$ cat src/rtl/alu_operand_seq_if.sv
// Bus bundle between the ALU operand sequencer (slave) and its surroundings (master):
// the shared input bus and strobes, the ALU operand/result loop, and the captured outputs.
interface alu_operand_seq_if #(
    parameter int W = 4
);
    logic [W-1:0] din;
    logic         load;
    logic         clear;
    logic [W-1:0] alu_a;
    logic [W-1:0] alu_b;
    logic [3:0]   alu_op;
    logic [W-1:0] alu_result;
    logic         alu_n;
    logic         alu_z;
    logic         alu_c;
    logic         alu_v;
    logic [W-1:0] result;
    logic [3:0]   flags;
    logic         done;
    logic [2:0]   state;
    logic         err;

    modport slave (
        input  din, load, clear, alu_result, alu_n, alu_z, alu_c, alu_v,
        output alu_a, alu_b, alu_op, result, flags, done, state, err
    );

    modport master (
        output din, load, clear, alu_result, alu_n, alu_z, alu_c, alu_v,
        input  alu_a, alu_b, alu_op, result, flags, done, state, err
    );
endinterface

$ cat src/rtl/alu_operand_seq.sv
// Sequential front end for the combinational ALU: collects A, B and opcode from one bus,
// executes for one cycle, captures result/flags. Optional macro: ALU_DIV0_GUARD_EN.
module alu_operand_seq #(
    parameter int W = 4
) (
    input  logic             clk,
    input  logic             rst_n,
    alu_operand_seq_if.slave bus
);
    typedef enum logic [2:0] {
        S_A    = 3'd0,
        S_B    = 3'd1,
        S_OP   = 3'd2,
        S_EXEC = 3'd3,
        S_SHOW = 3'd4
    } state_t;

    state_t       r_state;
    logic [W-1:0] r_a;
    logic [W-1:0] r_b;
    logic [3:0]   r_op;
    logic [W-1:0] r_result;
    logic [3:0]   r_flags;
    logic         r_done;

`ifdef ALU_DIV0_GUARD_EN
    logic r_err;
    logic w_div0;

    // Divide and modulo by zero are intercepted before the ALU's output is trusted.
    assign w_div0 = ((r_op == 4'b0011) || (r_op == 4'b0100)) && (r_b == '0);
`endif

    // NOTE: sequential state uses non-blocking assignments so every register samples
    // the pre-edge values; blocking here would make ordering inside the block matter.
    always_ff @(posedge clk or negedge rst_n) begin
        if (!rst_n) begin
            r_state  <= S_A;
            r_a      <= '0;
            r_b      <= '0;
            r_op     <= '0;
            r_result <= '0;
            r_flags  <= '0;
            r_done   <= 1'b0;
`ifdef ALU_DIV0_GUARD_EN
            r_err    <= 1'b0;
`endif
        end else if (bus.clear) begin
            r_state  <= S_A;
            r_a      <= '0;
            r_b      <= '0;
            r_op     <= '0;
            r_result <= '0;
            r_flags  <= '0;
            r_done   <= 1'b0;
`ifdef ALU_DIV0_GUARD_EN
            r_err    <= 1'b0;
`endif
        end else begin
            case (r_state)
                S_A: begin
                    if (bus.load) begin
                        r_a     <= bus.din;
                        r_state <= S_B;
                    end
                end
                S_B: begin
                    if (bus.load) begin
                        r_b     <= bus.din;
                        r_state <= S_OP;
                    end
                end
                S_OP: begin
                    if (bus.load) begin
                        r_op    <= bus.din[3:0];
                        r_state <= S_EXEC;
                    end
                end
                S_EXEC: begin
                    // Operands have been stable all cycle; a load strobe here is dropped.
`ifdef ALU_DIV0_GUARD_EN
                    if (w_div0) begin
                        r_result <= '0;
                        r_flags  <= 4'b0100;
                        r_err    <= 1'b1;
                    end else begin
                        r_result <= bus.alu_result;
                        r_flags  <= {bus.alu_n, bus.alu_z, bus.alu_c, bus.alu_v};
                    end
`else
                    r_result <= bus.alu_result;
                    r_flags  <= {bus.alu_n, bus.alu_z, bus.alu_c, bus.alu_v};
`endif
                    r_done  <= 1'b1;
                    r_state <= S_SHOW;
                end
                S_SHOW: begin
                    // A new operation starts with operand A; the old result stays visible.
                    if (bus.load) begin
                        r_a     <= bus.din;
                        r_done  <= 1'b0;
`ifdef ALU_DIV0_GUARD_EN
                        r_err   <= 1'b0;
`endif
                        r_state <= S_B;
                    end
                end
                default: r_state <= S_A;
            endcase
        end
    end

    assign bus.alu_a  = r_a;
    assign bus.alu_b  = r_b;
    assign bus.alu_op = r_op;
    assign bus.result = r_result;
    assign bus.flags  = r_flags;
    assign bus.done   = r_done;
    assign bus.state  = r_state;
`ifdef ALU_DIV0_GUARD_EN
    assign bus.err    = r_err;
`else
    assign bus.err    = 1'b0;
`endif
endmodule
$ cat src/flat_wrapper.sv
// flat-port wrapper written by rule: the top's interface ports become plain ports
module alu_operand_seq_flat 
#(
    parameter int W = 4
)
  (clk, rst_n, bus_din, bus_load, bus_clear, bus_alu_result, bus_alu_n, bus_alu_z, bus_alu_c, bus_alu_v, bus_alu_a, bus_alu_b, bus_alu_op, bus_result, bus_flags, bus_done, bus_state, bus_err);
  alu_operand_seq_if #(.W(W)) bus_i ();
  input  logic clk;
  input  logic rst_n;
  input wire logic [$bits(bus_i.din)-1:0] bus_din;
  input wire logic [$bits(bus_i.load)-1:0] bus_load;
  input wire logic [$bits(bus_i.clear)-1:0] bus_clear;
  input wire logic [$bits(bus_i.alu_result)-1:0] bus_alu_result;
  input wire logic [$bits(bus_i.alu_n)-1:0] bus_alu_n;
  input wire logic [$bits(bus_i.alu_z)-1:0] bus_alu_z;
  input wire logic [$bits(bus_i.alu_c)-1:0] bus_alu_c;
  input wire logic [$bits(bus_i.alu_v)-1:0] bus_alu_v;
  output wire logic [$bits(bus_i.alu_a)-1:0] bus_alu_a;
  output wire logic [$bits(bus_i.alu_b)-1:0] bus_alu_b;
  output wire logic [$bits(bus_i.alu_op)-1:0] bus_alu_op;
  output wire logic [$bits(bus_i.result)-1:0] bus_result;
  output wire logic [$bits(bus_i.flags)-1:0] bus_flags;
  output wire logic [$bits(bus_i.done)-1:0] bus_done;
  output wire logic [$bits(bus_i.state)-1:0] bus_state;
  output wire logic [$bits(bus_i.err)-1:0] bus_err;
  assign bus_i.din = bus_din;
  assign bus_i.load = bus_load;
  assign bus_i.clear = bus_clear;
  assign bus_i.alu_result = bus_alu_result;
  assign bus_i.alu_n = bus_alu_n;
  assign bus_i.alu_z = bus_alu_z;
  assign bus_i.alu_c = bus_alu_c;
  assign bus_i.alu_v = bus_alu_v;
  assign bus_alu_a = bus_i.alu_a;
  assign bus_alu_b = bus_i.alu_b;
  assign bus_alu_op = bus_i.alu_op;
  assign bus_result = bus_i.result;
  assign bus_flags = bus_i.flags;
  assign bus_done = bus_i.done;
  assign bus_state = bus_i.state;
  assign bus_err = bus_i.err;
  alu_operand_seq #(.W(W)) u_core (.clk(clk), .rst_n(rst_n), .bus(bus_i));
endmodule
$ cat config.mk
export PLATFORM = sky130hd
export DESIGN_NAME = alu_operand_seq_flat
export DESIGN_NICKNAME = d
export VERILOG_FILES = /design/src/rtl/alu_operand_seq_if.sv /design/src/rtl/alu_operand_seq.sv /design/src/flat_wrapper.sv
export SDC_FILE = /design/constraint.sdc
export NUM_CORES = 1
export LEC_CHECK = 0
export ABC_AREA = 1
export BUFFER_PORTS_ARGS = -buffer_cell sky130_fd_sc_hd__clkbuf_2
export CORE_MARGIN = 5
export CORE_UTILIZATION = 30
export DETAILED_ROUTE_END_ITERATION = 12
export HOLD_SLACK_MARGIN = 0.03
export SLEW_MARGIN = 20
export SYNTH_ARGS = -nofsm -noshare
export SYNTH_HDL_FRONTEND = slang
export SYNTH_SLANG_ARGS = --single-unit
export TNS_END_PERCENT = 50
$ cat constraint.sdc
create_clock -name clk -period 1.3 [get_ports clk]
set_clock_uncertainty 0.2 [all_clocks]
set_input_delay 0.26 -clock clk [delete_from_list [all_inputs] [get_ports clk]]
set_output_delay 0.26 -clock clk [all_outputs]
set_load 0.01 [all_outputs]
==> results, run 1 <==
- For this configuration, the core starts out at a cell density of 30.64%.
- Registers take 603.1 um2.
- The total overflow reported by the global router is 0.
- The number of ports placed on the die boundary is between 40 and 50.
- The post-layout minimum cycle time is ~1.4 ns.
- The number of vias after detailed routing is between 1,000 and 1,500.
- In this run, distinct cell masters in the synthesized netlist total 19.
- The maximum buffer depth of the clock tree is 2.
- The clock buffer count from CTS is 3.
- TritonCTS built the clock tree.
- The clock network burns between 30% and 40% of the power.
- The net switching power is around 400 uW.
- The register clock-pin slew on the reported worst setup and hold paths is around 0.08 ns.
- After synthesis, the cell types taking the most area are sky130_fd_sc_hd__dfrtp_1, sky130_fd_sc_hd__nand2_1, sky130_fd_sc_hd__nand3_1.
- The final setup slack of the worst path is -0.06699 ns.
- The startpoint type of the worst setup path is a flop.
- The logic depth of the worst register-to-register path is 5.
- The category of the most critical setup path is reg2out.
- The die is between 70 and 80 um tall.
- The total count of hold-check failures in the final report is 0.
- In the final layout, the share of cells above drive strength 1 is between 40% and 50%.
- In the final timing run, aggregate negative setup slack is -0.1552 ns.
- The most critical setup path has its startpoint at u_core.bus.state[2].
- The final count of pins violating max slew is 0.
- For flop-to-flop paths, the worst setup slack is -0.01 ns.
- After routing the design area is 1674 um2.
- The run finished, with violations left.
- The analysis attributes to cell leakage a power of slightly above 0.9 nW.
- The routed wirelength normalized by instance count is approximately 12 um.
- The row count is 22.
- Summed over all layers, the routed wires come to ~2900 um.
- For this design, the sink count on the clock tree is 24.
- The number of diodes is 0.
- The combinational cell fraction of total power is around 16%.
- Compared with the post-synthesis result, the final layout area differs by 51.53%.
- The first-pass iteration count of the detailed router is 4.
- At the worst endpoint, the required time is ~0.84 ns.
- The capture point of the worst path is bus_state[2].
- The via count of the first global-routing pass was a little over 1,000.
- The cell accounting for the most synthesized area is sky130_fd_sc_hd__dfrtp_1.
- Setup repair after global routing could not meet its margin everywhere.
- Summing all multi-input logic gate instances after layout gives ~450 um2.
- The weighted congestion at the end of routability-driven global placement is around 0.75.
- The fill cell total of the finished layout is 357.
- At the later pin of the worst-skew pair, clock insertion delay measures about 0.26 ns.
- The achievable frequency is 731.5 MHz.
- At the worst endpoint, the arrival time is slightly above 0.9 ns.
- Before CTS, the worst setup slack after placement is -0.04653 ns.
- The largest net degree at the start of global routing is 25.
- The wire length of the first global-routing pass is slightly below 5000 um.
- The startpoint identified for the worst register-to-register timing path is u_core.bus.state[0].
- The initial antenna violation count came to 0.
- Setup violations remaining at the end of the flow were counted as 6.
- The all-layer global routing usage is about an eighth.
- The switching part of the total is 23.48%.
- Summed over all nets, the half-perimeter wirelength after detailed placement is ~2000 um.
- The portion of synthesized cell area occupied by the leading cell type is between 50 and 60%.
- The number of routed nets with antenna violations is 0.
- Yosys printed 0 warnings.
- The sort of element at the end of the critical path is an output pin.
- Synthesis produced a netlist with a net count of between 100 and 150.
- The portion of the post-synthesis area used by sequential elements is 54.36%.
- The placeable core region is ~3600 um2.
- After the first detailed-routing iteration, the DRC count stood at 47.
- CTS built an H-tree with a depth of 1.
- For this design the ratio of total power to cell area is 1022 nW/um2.
- After the last flow step, the layout net total stands at approximately 200.
- Synthesis handed over a netlist of ~130 instances.
- The number of vias per cell after detailed routing is roughly 4.3.
- Buffers placed on the I/O ports in this run total 39.
- The worst slack on hold paths is roughly 0.083 ns.
- Once placement finished, the instance area stood at 1361 um2.
- The worst-case vdd ir drop is between 0.7 and 0.8 mV.
- The cell area after synthesis is approximately 1100 um2.
- The sequential share of power is ~47%.
- The terminus of the critical flop-to-flop path is u_core.bus.result[2].
- In this run the horizontal extent of the chip is about 71 um.
- The checks that failed: setup timing.
- The synthesized area divided by synthesized cell count is just under 9 um2.
- The class of the most critical hold timing path is in2reg.
- The flop and latch count out of synthesis is 24.
- The tree is rooted in a sky130_fd_sc_hd__clkbuf_8.
- The residual DRC count is 0.
- The share of the clock period used by the worst path is 105.2%.
- The number of maximum-capacitance violations is 0.
- Along the worst path, the maximum fanout reaches 2.
- The die covers about 5000 um2.
- The internal power of the cells totals 1.310 mW.
[repair_timing]
action,in CTS,in global routing
gates resized for setup,5,21
endpoints found under the hold margin,32,0
setup endpoints to repair,19,25
buffers inserted,5,4
pin swaps,0,6
hold buffers,9,0
[worst min path at each step]
stage / start / end / slack, ns / depth (start not counted)
after global placement: rst_n / u_core.bus.done / 0.02 / 2
after global routing: bus_clear / u_core.bus.state[1] / 0.08 / 2
after CTS: bus_clear / u_core.bus.state[1] / 0.07 / 2
after floorplan: rst_n / u_core.bus.alu_a[0] / -0.24 / 0
final: bus_clear / u_core.bus.state[1] / 0.08 / 2
after detailed placement: rst_n / u_core.bus.alu_op[3] / 0.02 / 2
[cell type report]
class                      instances  area share [%]
inverter                           9           2.018
clock inverter                     1           1.794
sequential                        24           36.02
multi-input combinational         86           26.91
clock buffer                       3           2.466
timing repair buffer              63           27.20
tap                               48           3.587
[synth_stat cells]
cell / number
sky130_fd_sc_hd__a21oi_1: 2
sky130_fd_sc_hd__nor2_8: 1
sky130_fd_sc_hd__nor2_2: 2
sky130_fd_sc_hd__nand3_4: 1
sky130_fd_sc_hd__nor2_1: 5
sky130_fd_sc_hd__o22ai_1: 1
sky130_fd_sc_hd__buf_4: 3
sky130_fd_sc_hd__nor2_4: 1
sky130_fd_sc_hd__nand4_1: 2
sky130_fd_sc_hd__a31oi_1: 1
sky130_fd_sc_hd__dfrtp_1: 24
sky130_fd_sc_hd__inv_2: 2
sky130_fd_sc_hd__inv_1: 7
sky130_fd_sc_hd__conb_1: 1
sky130_fd_sc_hd__nand3_1: 23
sky130_fd_sc_hd__nand2_1: 42
sky130_fd_sc_hd__o21ai_0: 2
sky130_fd_sc_hd__buf_6: 3
sky130_fd_sc_hd__nand2_2: 2
[metrics by stage]
stage	utilization, %	power (mW)	std cells
6_report	46.43	1.711	234
5_1_grt	46.43	1.793	234
4_1_cts	43.68	1.701	230
3_5_place_dp	37.75	1.010	212
3_3_place_gp	37.75	1.011	212
2_1_floorplan	-	0.9233	125
[state kept, by name, indices dropped and copies added (netlist names)]
register,cells
u_core.bus.alu_a,4
u_core.bus.flags,4
u_core.bus.alu_b,4
u_core.bus.state,3
u_core.bus.alu_op,4
u_core.bus.done,1
u_core.bus.result,4
[routing by layer]
metal | wire length [um] | vias up | share of wire (%) | GRT usage, %
met5 | 0 | - | 0 | 0
met4 | 6 | 0 | 0.21 | 2.088
met3 | 219 | 2 | 7.7 | 3.977
met2 | 1252 | 37 | 44 | 18.13
met1 | 1379 | 447 | 48 | 16.46
li1 | - | 518 | - | -
[logic make-up (layout without fill, tap and decap cells)]
logic type	Yosys count	count (layout)	share of synthesized area (%)
AND/OR/NAND/NOR	79	79	34.20
buffers and inverters	15	76	8.154
AO/OA/AOI/OAI	6	6	2.945
other	1	1	0.3394
flip-flops	24	24	54.36
[worst max-delay path, cell delays in order (launching register included)]
cell	delay [ns]
sky130_fd_sc_hd__dfrtp_1	0.41
sky130_fd_sc_hd__buf_6	0.13
sky130_fd_sc_hd__buf_8	0.11
[cell usage in the layout, fill, tap and decap left out, drive strengths merged]
| cell type | instances |
|---|---|
| nand2 | 44 |
| clkbuf | 39 |
| nand3 | 24 |
| dfrtp | 24 |
| buf | 18 |
| dlygate4sd3 | 9 |
| inv | 9 |
| nor2 | 9 |
| nand4 | 2 |
| a21oi | 2 |
| o21ai | 2 |
| a31oi | 1 |
| o22ai | 1 |
| conb | 1 |
| bufinv | 1 |
[power by group through the flow]
stage                     Combinational [mW]  Clock, mW  Sequential, mW
after global placement                 0.196          0           0.814
after global routing                   0.296      0.697           0.800
after floorplan                        0.107          0           0.816
after detailed placement               0.196          0           0.813
final                                  0.268      0.647           0.796
after CTS                              0.240      0.667           0.793
Note: power is estimated with default switching activity, not from simulation.
==> run 2, diff against run 1 <==
--- a/config.mk
+++ b/config.mk
@@ -6,11 +6,14 @@
 export NUM_CORES = 1
 export LEC_CHECK = 0
 export ABC_AREA = 1
+export ABC_CLOCK_PERIOD_IN_PS = 1300
 export BUFFER_PORTS_ARGS = -buffer_cell sky130_fd_sc_hd__clkbuf_2
+export CORE_ASPECT_RATIO = 0.6
 export CORE_MARGIN = 5
 export CORE_UTILIZATION = 30
 export DETAILED_ROUTE_END_ITERATION = 12
 export HOLD_SLACK_MARGIN = 0.03
+export SKIP_CTS_REPAIR_TIMING = 1
 export SLEW_MARGIN = 20
 export SYNTH_ARGS = -nofsm -noshare
 export SYNTH_HDL_FRONTEND = slang
==> run 2 against run 1 <==
Effect of this change: highest routed layer unchanged; critical endpoint is now bus_state[0]; combinational power decreased by 15%; register-to-register slack is essentially flat; critical path depth fell by 1; the run ends with hold timing, setup timing left; sequential power grew 0.8%.
==> results, run 2 (synthesized netlist as in run 1, its figures left out) <==
- The startpoint identified for the worst register-to-register timing path is u_core.bus.state[0].
- Entering global routing, the biggest net connects 25 pins.
- The area added between synthesis and finish is 40.43%.
- The filler cells instantiated in the layout total between 300 and 400.
- In this run the register-to-register setup slack is 0 ns.
- The all-layer global routing usage is between 10% and 20%.
- In the layout the commonest cells are sky130_fd_sc_hd__nand2_1, sky130_fd_sc_hd__clkbuf_2, sky130_fd_sc_hd__nand3_1.
- Setup violations remaining at the end of the flow were counted as 4.
- The critical path's top delay family is flip-flops.
- The wire-length estimate of the detail-placed layout is between 2000 and 2500 um.
- The share of the clock period used by the worst path is 106.6%.
- The number of diodes is 0.
- The first-pass iteration count of the detailed router is 4.
- The peak per-stage delay on the critical path is ~0.50 ns.
- After the first detailed-routing iteration, the DRC count stood at 26.
- STA classifies the critical path startpoint as a flop.
- The row count is 17.
- The floorplan die width is about 90 um.
- In the routed layout, each cell is associated on average with a via count of roughly 4.3.
- The number of routed nets with antenna violations is 0.
- TritonCTS built the clock tree.
- The floorplan step set the die height to 57.01 um.
- The worst hold path belongs to the class in2reg.
- The region available for standard cell placement spans between 3000 and 4000 um2.
- The first global-routing pass estimated between 4000 and 5000 um of wire.
- The worst setup path is of the reg2out kind.
- The logic depth of the worst register-to-register path is 4.
- STA classifies the critical path endpoint as an output pin.
- Static timing analysis puts the maximum clock frequency at 721.7 MHz.
- Global routing finished with a remaining overflow of 0.
- The total count of hold-check failures in the final report is 1.
- The final setup slack of the worst path is -0.08570 ns.
- No sink is reached through more buffers than the 2 on the longest clock path.
- The run finished, with violations left.
- The quantity of I/O buffers inserted on ports is 39.
- The post-detailed-routing wire length is between 2000 and 3000 um.
- The arrival time of data at the critical path endpoint is 0.93 ns.
- In this run the most critical hold path is launched from bus_alu_result[0].
- The clock buffer count from CTS is 3.
- The worst-case vdd ir drop is around 0.46 mV.
- The checks that failed: hold timing, setup timing.
- The fraction of layout cells with a size suffix above 1 is approximately a third.
- The total area of multi-input combinational cells is ~430 um2.
- The number of buffer and inverter instances along the worst setup path is 1.
- At the end of routability-driven placement, the weighted congestion stood at ~0.75.
- Pin placement for this block handled between 40 and 50 I/O pins.
- The power density relative to cell area is between 1000 and 1500 nW/um2.
- Once the floorplan was initialized, standard cells occupied 30.55% of the core.
- Of all nets on the critical path, the largest fanout is 8.
- The critical path depth in cells is 1.
- The area of the die is roughly 5000 um2.
- The register clock-pin slew on the reported worst setup and hold paths is 0.10 ns.
- The launch point of the worst path is u_core.bus.state[0].
- Setup repair after global routing could not meet its margin everywhere.
- The clock network latency to the later pin of the worst-skew pair is 0.28 ns.
- Timing analysis after detailed placement gives a worst setup slack of -0.03606 ns.
- The via count of the first global-routing pass was around 890.
- The number of vias after detailed routing is 970.
- The leakage power is between 0.8 and 0.9 nW.
- The post-route non-filler standard cell count is approximately 220.
- The worst slack on hold paths is -0.004774 ns.
- CTS built an H-tree with a depth of 1.
- The final count of pins violating max slew is 0.
- The standard cell with the maximum stage delay on the critical path is sky130_fd_sc_hd__dfrtp_2.
- For the worst setup path, the data required time is 0.84 ns.
- The number of maximum-capacitance violations is 0.
- The terminus of the critical flop-to-flop path is u_core.bus.alu_op[0].
- The post-layout minimum cycle time is between 1 and 1.5 ns.
- The initial antenna violation count is 0.
- The clock tree root buffer cell is sky130_fd_sc_hd__clkbuf_8.
- Walking the worst path, the cells encountered are buf_6.
- The most critical setup path has its endpoint at bus_state[0].
- The cell total after placement is 210.
- In the final routed layout, each cell accounts on average for about 13 um.
- The sequential cells in the finished layout cover a total of about 600 um2.
- For this run, design rule violations remaining after detail routing come to 0.
- The number of nets in the layout is approximately 190.
- The clock drives 24 sinks.
- Leaving out fill and tap cells, the most frequent cell in the layout is sky130_fd_sc_hd__nand2_1.
==> run 2: worst min-delay path by stage <==
stage | endpoint | cells after the start
after floorplan | u_core.bus.alu_a[0] | 0
after global placement | u_core.bus.result[2] | 2
after detailed placement | u_core.bus.result[2] | 2
after CTS | u_core.bus.result[2] | 2
after global routing | u_core.bus.result[0] | 3
final | u_core.bus.result[0] | 3
==> run 2: routing by layer <==
| metal | share of wire [%] | GRT usage, % | vias up | wire length, um |
|---|---|---|---|---|
| met5 | 0 | 0 | - | 0 |
| met4 | 1.6 | 2.586 | 0 | 46 |
| met3 | 3.8 | 3.608 | 4 | 109 |
| met2 | 46 | 16.61 | 23 | 1330 |
| met1 | 48 | 16.20 | 441 | 1379 |
| li1 | - | - | 502 | - |
==> run 2: layout make-up <==
cell class | instances | share of cell area (%)
Clock buffer | 3 | 2.661
Clock inverter | 1 | 1.935
Inverter | 9 | 2.177
Multi-Input combinational cell | 86 | 27.66
Sequential cell | 24 | 38.87
Tap cell | 47 | 3.790
Timing Repair Buffer | 53 | 22.90
==> run 2: power breakdown <==
group	switching (mW)	total [mW]	internal (mW)
sequential	0.0281	0.802	0.774
clock	0.255	0.667	0.412
combinational	0.129	0.228	0.0988
==> run 2: metrics by stage <==
step / TNS, ns / util, % / hold WS [ns] / area [um2] / power (mW)
after floorplan: 0 / - / -0.2356 / 1105 / 0.9233
after global placement: -0.1027 / 37.40 / 0.01370 / 1353 / 1.011
after detailed placement: -0.3389 / 37.40 / 0.01479 / 1353 / 1.011
after CTS: -1.208 / 39.38 / -0.2884 / 1424 / 1.677
after global routing: -1.550 / 42.91 / 0.03343 / 1551 / 1.767
final: -0.2462 / 42.91 / -0.004774 / 1551 / 1.697
